`config.mk`:
```
export PLATFORM = sky130hd
export DESIGN_NAME = sprite_feeder_flat
export DESIGN_NICKNAME = d
export VERILOG_FILES = /design/src/rtl/sprite_feeder_if.sv /design/src/rtl/sprite_feeder.sv /design/src/flat_wrapper.sv
export SDC_FILE = /design/constraint.sdc
export NUM_CORES = 1
export LEC_CHECK = 0
export ABC_AREA = 1
export CAP_MARGIN = 20
export CORE_MARGIN = 10
export CORE_UTILIZATION = 50
export DETAILED_ROUTE_END_ITERATION = 7
export DONT_BUFFER_PORTS = 1
export PLACE_DENSITY = 0.64
export SETUP_SLACK_MARGIN = 0.15
export SLEW_MARGIN = 20
export SYNTH_ARGS = -nofsm -noshare
export SYNTH_HDL_FRONTEND = slang
export SYNTH_SLANG_ARGS = --single-unit
```
`constraint.sdc`:
```
create_clock -name clk_pixel -period 47.3 [get_ports clk_pixel]
set_input_delay 7.095 -clock clk_pixel [delete_from_list [all_inputs] [get_ports clk_pixel]]
set_output_delay 7.095 -clock clk_pixel [all_outputs]
set_load 0.02 [all_outputs]
```
`src/rtl/sprite_feeder_if.sv`:
```
// Renderer handshake bundle: the feeder drives descriptors, the renderer
// answers with sprite_ready.
interface sprite_feeder_if #(
  parameter int XW = 9,
  parameter int YW = 10,
  parameter int FW = 9
);
  logic          sprite_valid;
  logic          sprite_ready;
  logic [XW-1:0] sprite_x;
  logic [YW-1:0] sprite_y;
  logic [FW-1:0] sprite_frame_number;

  modport master (
    output sprite_valid,
    output sprite_x,
    output sprite_y,
    output sprite_frame_number,
    input  sprite_ready
  );

  modport slave (
    input  sprite_valid,
    input  sprite_x,
    input  sprite_y,
    input  sprite_frame_number,
    output sprite_ready
  );
endinterface

```
`src/rtl/sprite_feeder.sv`:
```
// Per-frame sprite descriptor issuer. Holds a register-based sprite table,
// advances animation phases on frame boundaries and walks the table once per
// frame, handing each active, in-bounds sprite to the renderer.
module sprite_feeder #(
  parameter int MAX_SPRITES         = 16,
  parameter int NUM_FRAMES          = 512,
  parameter int CANVAS_WIDTH        = 360,
  parameter int CANVAS_HEIGHT       = 720,
  parameter int SPRITE_FRAME_WIDTH  = 64,
  parameter int SPRITE_FRAME_HEIGHT = 64,
  parameter int ANIM_SHIFT          = 2,
  parameter int MAX_ANIM            = 8,
  localparam int IW = $clog2(MAX_SPRITES),
  localparam int XW = $clog2(CANVAS_WIDTH),
  localparam int YW = $clog2(CANVAS_HEIGHT),
  localparam int FW = $clog2(NUM_FRAMES),
  localparam int LW = $clog2(MAX_ANIM) + 1
) (
  input  logic          clk_pixel,
  input  logic          sys_rst,
  input  logic [5:0]    frame_count,
  input  logic          tbl_we,
  input  logic [IW-1:0] tbl_addr,
  input  logic          tbl_active,
  input  logic [XW-1:0] tbl_x,
  input  logic [YW-1:0] tbl_y,
  input  logic [FW-1:0] tbl_base,
  input  logic [LW-1:0] tbl_len,
  sprite_feeder_if.master spr,
  output logic          busy,
  output logic          frame_done,
  output logic [7:0]    overrun_count
);

  // Walk index needs one extra code point to mark "past the last entry".
  localparam int CW = $clog2(MAX_SPRITES + 1);
  localparam logic [XW-1:0] X_LIMIT = XW'(CANVAS_WIDTH - SPRITE_FRAME_WIDTH);
  localparam logic [YW-1:0] Y_LIMIT = YW'(CANVAS_HEIGHT - SPRITE_FRAME_HEIGHT);

  typedef enum logic [1:0] {IDLE, SCAN, HOLD} state_t;

  state_t          state_reg, state_next;
  logic [CW-1:0]   idx_reg, idx_next;
  logic [5:0]      prev_fc_reg;
  logic [ANIM_SHIFT-1:0] anim_cnt_reg;

  logic            active_reg [MAX_SPRITES];
  logic [XW-1:0]   x_reg      [MAX_SPRITES];
  logic [YW-1:0]   y_reg      [MAX_SPRITES];
  logic [FW-1:0]   base_reg   [MAX_SPRITES];
  logic [LW-1:0]   len_reg    [MAX_SPRITES];
  logic [LW-1:0]   phase_reg  [MAX_SPRITES];
  logic [LW-1:0]   phase_adv  [MAX_SPRITES];

  logic            valid_reg;
  logic [XW-1:0]   sx_reg;
  logic [YW-1:0]   sy_reg;
  logic [FW-1:0]   sfn_reg;
  logic            done_reg, done_next;
  logic [7:0]      overrun_reg;
  logic            issue, overrun;

  logic            boundary, anim_tick, walk_end, cur_eligible;
  logic [IW-1:0]   cur;

  assign boundary  = (frame_count != prev_fc_reg);
  assign anim_tick = boundary && (&anim_cnt_reg);
  assign walk_end  = (idx_reg == CW'(MAX_SPRITES));
  assign cur       = idx_reg[IW-1:0];
  assign cur_eligible = active_reg[cur] && (x_reg[cur] <= X_LIMIT) &&
                        (y_reg[cur] <= Y_LIMIT);

  // Per-entry next animation phase: wrap to 0 at the (zero-means-one) length.
  for (genvar gi = 0; gi < MAX_SPRITES; gi++) begin : g_phase
    logic [LW:0]   inc;
    logic [LW-1:0] len_eff;
    assign len_eff = (len_reg[gi] == '0) ? LW'(1) : len_reg[gi];
    assign inc     = {1'b0, phase_reg[gi]} + (LW+1)'(1);
    assign phase_adv[gi] = (inc >= {1'b0, len_eff}) ? '0 : inc[LW-1:0];
  end

  // Table storage: a write replaces the entry and restarts its animation,
  // taking precedence over a same-cycle animation tick.
  always_ff @(posedge clk_pixel or posedge sys_rst) begin
    if (sys_rst) begin
      for (int i = 0; i < MAX_SPRITES; i++) begin
        active_reg[i] <= 1'b0;
        x_reg[i]      <= '0;
        y_reg[i]      <= '0;
        base_reg[i]   <= '0;
        len_reg[i]    <= '0;
        phase_reg[i]  <= '0;
      end
    end else begin
      for (int i = 0; i < MAX_SPRITES; i++) begin
        if (tbl_we && (tbl_addr == IW'(i))) begin
          active_reg[i] <= tbl_active;
          x_reg[i]      <= tbl_x;
          y_reg[i]      <= tbl_y;
          base_reg[i]   <= tbl_base;
          len_reg[i]    <= tbl_len;
          phase_reg[i]  <= '0;
        end else if (anim_tick && active_reg[i]) begin
          phase_reg[i]  <= phase_adv[i];
        end
      end
    end
  end

  // Walk sequencer: a boundary always wins and restarts the walk at entry 0;
  // an issue is followed by a HOLD cycle so a stale ready is never reused.
  always_comb begin
    state_next = state_reg;
    idx_next   = idx_reg;
    issue      = 1'b0;
    done_next  = 1'b0;
    overrun    = 1'b0;
    case (state_reg)
      IDLE: begin
        if (boundary) begin
          state_next = SCAN;
          idx_next   = '0;
        end
      end
      SCAN: begin
        if (boundary) begin
          idx_next = '0;
          overrun  = 1'b1;
        end else if (walk_end) begin
          done_next  = 1'b1;
          state_next = IDLE;
        end else if (!cur_eligible) begin
          idx_next = idx_reg + CW'(1);
        end else if (spr.sprite_ready) begin
          issue      = 1'b1;
          state_next = HOLD;
        end
      end
      HOLD: begin
        state_next = SCAN;
        if (boundary) begin
          idx_next = '0;
          overrun  = 1'b1;
        end else begin
          idx_next = idx_reg + CW'(1);
        end
      end
      default: state_next = IDLE;
    endcase
  end

  // Sequencer state, boundary edge detect and animation prescaler.
  always_ff @(posedge clk_pixel or posedge sys_rst) begin
    if (sys_rst) begin
      state_reg    <= IDLE;
      idx_reg      <= '0;
      prev_fc_reg  <= '0;
      anim_cnt_reg <= '0;
    end else begin
      state_reg   <= state_next;
      idx_reg     <= idx_next;
      prev_fc_reg <= frame_count;
      if (boundary) anim_cnt_reg <= anim_cnt_reg + ANIM_SHIFT'(1);
    end
  end

  // Registered outputs: descriptor loads only on issue and then holds.
  always_ff @(posedge clk_pixel or posedge sys_rst) begin
    if (sys_rst) begin
      valid_reg   <= 1'b0;
      sx_reg      <= '0;
      sy_reg      <= '0;
      sfn_reg     <= '0;
      done_reg    <= 1'b0;
      overrun_reg <= '0;
    end else begin
      valid_reg <= issue;
      done_reg  <= done_next;
      if (issue) begin
        sx_reg  <= x_reg[cur];
        sy_reg  <= y_reg[cur];
        sfn_reg <= base_reg[cur] + FW'(phase_reg[cur]);
      end
      if (overrun && (overrun_reg != 8'hFF)) overrun_reg <= overrun_reg + 8'd1;
    end
  end

  assign spr.sprite_valid        = valid_reg;
  assign spr.sprite_x            = sx_reg;
  assign spr.sprite_y            = sy_reg;
  assign spr.sprite_frame_number = sfn_reg;
  assign busy                    = (state_reg != IDLE);
  assign frame_done              = done_reg;
  assign overrun_count           = overrun_reg;

endmodule

```
`src/flat_wrapper.sv`:
```
// flat-port wrapper written by rule: the top's interface ports become plain ports
module sprite_feeder_flat 
#(
  parameter int MAX_SPRITES         = 16,
  parameter int NUM_FRAMES          = 512,
  parameter int CANVAS_WIDTH        = 360,
  parameter int CANVAS_HEIGHT       = 720,
  parameter int SPRITE_FRAME_WIDTH  = 64,
  parameter int SPRITE_FRAME_HEIGHT = 64,
  parameter int ANIM_SHIFT          = 2,
  parameter int MAX_ANIM            = 8,
  localparam int IW = $clog2(MAX_SPRITES),
  localparam int XW = $clog2(CANVAS_WIDTH),
  localparam int YW = $clog2(CANVAS_HEIGHT),
  localparam int FW = $clog2(NUM_FRAMES),
  localparam int LW = $clog2(MAX_ANIM) + 1
)
  (clk_pixel, sys_rst, frame_count, tbl_we, tbl_addr, tbl_active, tbl_x, tbl_y, tbl_base, tbl_len, busy, frame_done, overrun_count, spr_sprite_valid, spr_sprite_x, spr_sprite_y, spr_sprite_frame_number, spr_sprite_ready);
  sprite_feeder_if #(.XW(XW), .YW(YW), .FW(FW)) spr_i ();
  input  logic clk_pixel;
  input  logic sys_rst;
  input  logic [5:0] frame_count;
  input  logic tbl_we;
  input  logic [IW-1:0] tbl_addr;
  input  logic tbl_active;
  input  logic [XW-1:0] tbl_x;
  input  logic [YW-1:0] tbl_y;
  input  logic [FW-1:0] tbl_base;
  input  logic [LW-1:0] tbl_len;
  output logic busy;
  output logic frame_done;
  output logic [7:0] overrun_count;
  output wire logic [$bits(spr_i.sprite_valid)-1:0] spr_sprite_valid;
  output wire logic [$bits(spr_i.sprite_x)-1:0] spr_sprite_x;
  output wire logic [$bits(spr_i.sprite_y)-1:0] spr_sprite_y;
  output wire logic [$bits(spr_i.sprite_frame_number)-1:0] spr_sprite_frame_number;
  input wire logic [$bits(spr_i.sprite_ready)-1:0] spr_sprite_ready;
  assign spr_sprite_valid = spr_i.sprite_valid;
  assign spr_sprite_x = spr_i.sprite_x;
  assign spr_sprite_y = spr_i.sprite_y;
  assign spr_sprite_frame_number = spr_i.sprite_frame_number;
  assign spr_i.sprite_ready = spr_sprite_ready;
  sprite_feeder #(.MAX_SPRITES(MAX_SPRITES), .NUM_FRAMES(NUM_FRAMES), .CANVAS_WIDTH(CANVAS_WIDTH), .CANVAS_HEIGHT(CANVAS_HEIGHT), .SPRITE_FRAME_WIDTH(SPRITE_FRAME_WIDTH), .SPRITE_FRAME_HEIGHT(SPRITE_FRAME_HEIGHT), .ANIM_SHIFT(ANIM_SHIFT), .MAX_ANIM(MAX_ANIM)) u_core (.clk_pixel(clk_pixel), .sys_rst(sys_rst), .frame_count(frame_count), .tbl_we(tbl_we), .tbl_addr(tbl_addr), .tbl_active(tbl_active), .tbl_x(tbl_x), .tbl_y(tbl_y), .tbl_base(tbl_base), .tbl_len(tbl_len), .spr(spr_i), .busy(busy), .frame_done(frame_done), .overrun_count(overrun_count));
endmodule
```
==> results of run 1 <==
[per-layer routing]
| metal | GRT usage, % | up-vias |
|---|---|---|
| li1 | - | 12700 |
| met1 | 33.1 | 12400 |
| met2 | 38.2 | 782 |
| met3 | 4.67 | 135 |
| met4 | 6.68 | 0 |
| met5 | 0 | - |
[final cells by class]
cell class	count	area [sq um]	area share, %
inverters	499	1890	5.42
well taps	846	1060	3.04
clock inverters	12	130	0.374
repair buffers	48	417	1.20
multi-input cells	2627	12900	37.2
flip-flops and latches	645	16200	46.4
clock buffers	109	2200	6.33
[power by group through the flow]
stage | clock, mW | sequential (mW) | combinational, mW
floorplan | 0 | 0.741 | 0.275
global placement | 0 | 0.756 | 0.348
detailed placement | 0 | 0.758 | 0.357
CTS | 0.567 | 0.750 | 0.359
global route | 0.588 | 0.765 | 0.425
finish | 0.557 | 0.751 | 0.357
[cells in the mapped netlist, types with 2 or more instances]
cell type / instances
buf_6: 6
a31oi_1: 4
inv_2: 4
a311o_1: 2
a21oi_1: 85
clkbuf_1: 154
o21ai_0: 800
nor3_1: 19
o21ai_1: 27
nand3_1: 221
dfrtp_1: 645
o22ai_1: 6
nand3_2: 2
o31ai_1: 24
nand4_1: 9
o21a_1: 2
xor2_1: 43
a32o_1: 8
clkinv_1: 5
ha_1: 93
xnor2_1: 10
buf_1: 12
nand2_1: 1018
nor2_1: 198
buf_4: 17
o211ai_1: 42
or2_2: 2
buf_2: 60
mux2i_1: 3
inv_1: 490
nand3b_1: 3
[final timing paths]
check,from,cells past startpoint,slack [ns],endpoint
min in group asynchronous,sys_rst,1,6.48,u_core.len_reg[56]
max in group clk_pixel,tbl_we,7,38.45,u_core.phase_reg[18]
worst min register to register,u_core.base_reg[143],2,0.48,u_core.base_reg[143]
worst max-delay path,sys_rst,6,37.06,u_core.overrun_count[6]
worst min-delay path,u_core.base_reg[143],2,0.48,u_core.base_reg[143]
worst max register to register,u_core.idx_reg[0],20,42.11,u_core.spr.sprite_frame_number[8]
[stage by stage]
| step | hold WS, ns | cell area [sq um] |
|---|---|---|
| detailed placement | 0.468 | 32400 |
| global placement | 0.459 | 32400 |
| CTS | 0.482 | 34700 |
| finish | 0.479 | 34800 |
| floorplan | 0.446 | 32000 |
| global route | 0.492 | 34800 |
[worst max-delay path: stages]
cell	delay (ns)
inv_8	0.44
buf_4	0.83
buf_4	0.79
buf_4	0.82
buf_4	0.43
buf_16	0.32
[kinds of logic after synthesis]
| logic type | share of synthesized area, % |
|---|---|
| AOI/OAI and AO/OA | 16.5 |
| xor gates and xnor gates | 1.45 |
| adders and majority gates | 3.70 |
| buffers and inverters | 9.35 |
| DFF | 50.5 |
| muxes | 0.0939 |
| and+or+nand+nor | 18.4 |
==> metrics.yaml, run 1 <==
netlist.area_leader.share_pct: 50.5
syn_nets: 4161
start_kind: "input port"
die_x_microns: 273
worst-endpoint-required_ns: 48.07
setup_ws_ns: 37.06
intPower_mw: 1.14
clk_latency_ns: 0.61
max_freq_ghz: 0.0976
syn_inst: 4020
via_per_inst: 5.42
antenna_found_initial: 0
row_count: 92
grt_pass1_vias: 24800
yosysWarningCount: 0
dr_wl_met3_mm: 6.17
fin_worst_skew_ns: 0.0231
met1_length_mm: 39.8
postRouteAntennaNets: 0
crit_arrival_ns: 11.01
worstSetupEndpointType: "asynchronous set/reset pin"
routed-wl-met2_mm: 40.6
power_density_nw_per_um2: 47.9
cap_violations: 0
highest_layer: "met4"
drtIter0Drc: 2462
post-route-period-util_pct: 21.7
post_cts_buffers: 0
totalWireLength_mm: 88.7
switching_share_pct: 31.6
ys_ff_latch: 645
pwr-share-clk_pct: 33.5
die_area_sq_um: 74500
p_seq_share_pct: 45.1
yosysTopAreaCell: "dfrtp_1"
critPathKind: "input port to asynchronous set/reset pin"
rsz0062_at_grt: "no"
cts.sink_count: 645
grt_pass1_wl_mm: 142
holdCritPathClass: "register to register"
path_clk_slew_ns: 0.06
finalMaxSlewViolations: 0
grt.overflow.total: 0
fin_tns_setup_ns: 0
fin_nets: 4034
gp_congestion: 0.839
drive_above_1_share_pct: 4.80
htreeDepth: 3
ios: 86
p_sw_mw: 0.526
ys.flop_type: "dfrtp_1"
largest_register_ffs: 160
cts_buffer_depth: 3
via_count: 25900
grt_max_degree: 164
cts_root_buf: "clkbuf_16"
synth_edf_count: 0
final_cell_mix: "nand2_1 (1,018), o21ai_0 (800), dfrtp_1 (641)"
synth.avg_cell_area_sq_um: 7.96
post-route-min-period_ns: 10.24
final_hold_viol_count: 0
core-area_sq_um: 63200
finalNonFillerCells: 4786
max_slew_margin_pct: 28.6
port_buffers: 0
synth_cell_types: 37
synth_seq_area_share_pct: 50.5
dp_slack_ns: 35.86
grt.total_usage_pct: 24.0
power_mw: 1.67
outcome: "complete, no violations"
wire_per_inst_microns: 18.5
synth-async-reset-ratio_pct: 100
finalCoreUtilization_pct: 55.0
combPwrFrac_pct: 21.5
firstDrtPassIters: 6
areaGrowthSynthToFinish_pct: 8.76
synthTopCellsByArea: "dfrtp_1 (50%), o21ai_0 (13%), nand2_1 (12%)"
drcViolationCount: 0
cts_buffers: 72
n_antenna_cell: 0
tightestPinTransition_ns: 1.07
placed_cells: 4663
cp_max_fo: 99
final_common_cell: "nand2_1"
fillers: 5976
cts_tree: "done"
ir_drop_v: 0.0000306
die_h_microns: 273
start_util_pct: 50.6
setup_viol: 0
hpwl_mm: 54.8
synthesis.area_sq_um: 32000
cts_resized: 0
p_leak_nw: 16.7
cts_hold_repair.buffers: 0
Power figures use the tool's default switching activity.
==> run 2: changes to the inputs <==
==> constraint.sdc (replaced) <==
create_clock -name clk_pixel -period 9.9 [get_ports clk_pixel]
set_input_delay 1.485 -clock clk_pixel [delete_from_list [all_inputs] [get_ports clk_pixel]]
set_output_delay 1.485 -clock clk_pixel [all_outputs]
set_load 0.02 [all_outputs]
==> run 2 against run 1 <==
  * Total power grew to 4.9 times the previous value
  * First-iteration DRC count grew 4.8%
  * Sequential share of layout area shrank 0.24 points
  * Register-to-register slack lost 37 ns
  * Critical endpoint is now u_core.spr.sprite_frame_number[6]
  * Highest routed layer unchanged
==> metrics.yaml, run 2 (synthesized netlist as in run 1, its figures left out) <==
die_h_microns: 273
cap_violations: 0
firstDrtPassIters: 6
cts_buffer_depth: 3
ir_drop_v: 0.000155
p_sw_mw: 2.55
post-route-period-util_pct: 49.9
r2r_slack_ns: 4.96
core-area_sq_um: 63200
final_common_cell: "nand2_1"
totalWireLength_mm: 92.8
drive_above_1_share_pct: 5.09
cts_buffers: 72
grt_pass1_vias: 24800
combPwrFrac_pct: 20.9
gp_congestion: 0.835
antenna_found_initial: 0
holdCritPathClass: "register to register"
rsz0062_at_grt: "no"
timing.rr.start: "u_core.idx_reg[0]"
row_count: 92
clk_latency_ns: 0.63
p_leak_nw: 16.8
drcViolationCount: 0
finalCoreUtilization_pct: 55.3
holdWs_ns: 0.478
intPower_mw: 5.61
finalMaxSlewViolations: 0
slowest_stage: "dfrtp_4"
grt_max_degree: 169
cts.sink_count: 645
outcome: "complete, no violations"
die_area_sq_um: 74500
holdPathStages: 2
post-route-min-period_ns: 4.94
min_from: "u_core.anim_cnt_reg[1]"
cts_hold_repair.buffers: 0
grt.total_usage_pct: 25.1
power_density_nw_per_um2: 233
cpPeakStageDelay_ns: 0.79
drtIter0Drc: 2579
worst-endpoint-required_ns: 10.45
post_cts_buffers: 0
pwr-share-clk_pct: 35.1
switching_share_pct: 31.2
via_per_inst: 5.45
htreeDepth: 3
postRouteAntennaNets: 0
port_buffers: 0
crit_chain: "inv_6 -> buf_4 -> nor2_1 -> o21ai_0 -> nand2_1 -> nand3_1 -> ha_1 -> inv_1 -> fa_1 -> o21ai_0 -> nand3_1 -> xor2_1 -> o21ai_1"
crit_arrival_ns: 5.49
dpl_cell_area_sq_um: 32400
grt_pass1_wl_mm: 146
path_clk_slew_ns: 0.06
r2r-end: "u_core.spr.sprite_frame_number[6]"
dp_slack_ns: 4.97
max_slew_margin_pct: 27.3
min_to: "u_core.anim_cnt_reg[1]"
wire_per_inst_microns: 19.4
hpwl_mm: 56.4
n_antenna_cell: 0
cts_resized: 0
fin_nets: 4035
areaGrowthSynthToFinish_pct: 9.33
via_count: 26100
final_hold_viol_count: 0
largest_register_ffs: 160
start_kind: "register"
ios: 86
critPathKind: "register to register"
setup_ws_ns: 4.96
die_x_microns: 273
final_cell_mix: "nand2_1 (1,018), o21ai_0 (800), dfrtp_1 (641)"
critPathBufInv: 3
setup_viol: 0
cts_root_buf: "clkbuf_16"
cp_max_fo: 111
fin_worst_skew_ns: 0.0307
power_mw: 8.16
worstSetupEndpointType: "register"
start_util_pct: 50.6
tightestPinTransition_ns: 1.09
p_seq_share_pct: 44.0
rr_worst_depth: 13
grt.overflow.total: 0
max_freq_ghz: 0.202
fin_area_sq_um: 35000
crit_family: "buffers and inverters"
cts_tree: "done"
==> run 2: cell types whose count changed in the layout (fill, tap and decap cells not counted), sizes merged <==
cell,previous run,this run
bufinv,2,8
clkinvlp,2,3
clkbuf,109,107
buf,48,49
inv,500,497
clkinv,7,15
==> run 2: power by group through the flow <==
stage          Clock (mW)  Combinational, mW  Sequential (mW)
2_1_floorplan           0               1.31             3.54
3_3_place_gp            0               1.66             3.61
3_5_place_dp            0               1.70             3.63
4_1_cts              2.91               1.72             3.59
5_1_grt              3.01               2.03             3.66
6_report             2.86               1.70             3.59
==> run 2: how the worst max path moves through the flow <==
stage                                 start                                end  slack [ns]  cells past startpoint
after global routing      u_core.idx_reg[0]  u_core.spr.sprite_frame_number[6]        4.54                     13
after CTS                 u_core.idx_reg[0]  u_core.spr.sprite_frame_number[6]        4.98                     13
after floorplan                     sys_rst               u_core.active_reg[0]       -0.40                      1
after global placement    u_core.idx_reg[0]  u_core.spr.sprite_frame_number[6]        5.10                     13
after detailed placement  u_core.idx_reg[0]  u_core.spr.sprite_frame_number[6]        4.97                     13
final                     u_core.idx_reg[0]  u_core.spr.sprite_frame_number[6]        4.96                     13
==> run 2: final cells by class <==
type / count / area (sq um)
sequential: 645 / 16200
inverter: 499 / 1880
clock buffer: 107 / 2200
fill: 5843 / 28200
timing repair buffer: 49 / 393
tap: 846 / 1060
clock inverter: 24 / 348
multi-input combinational: 2627 / 12900
==> run 2: layer usage <==
| metal | GRT usage (%) | vias to the layer above | routed length (microns) |
|---|---|---|---|
| li1 | - | 12700 | - |
| met1 | 35.8 | 12500 | 42100 |
| met2 | 38.5 | 843 | 41300 |
| met3 | 4.42 | 150 | 6850 |
| met4 | 7.49 | 0 | 2580 |
| met5 | 0 | - | 0 |
==> run 2: per-stage QoR <==
stage / TNS [ns] / cells
floorplan: -256.50 / 4020
finish: 0 / 4797
global placement: 0 / 4666
CTS: 0 / 4797
detailed placement: 0 / 4666
global route: 0 / 4797
==> run 2: tightest hold or removal path: cells and delay by family (launching register included) <==
kind	cells	cell delay, ns
simple gates	2	0.10
flops	1	0.34
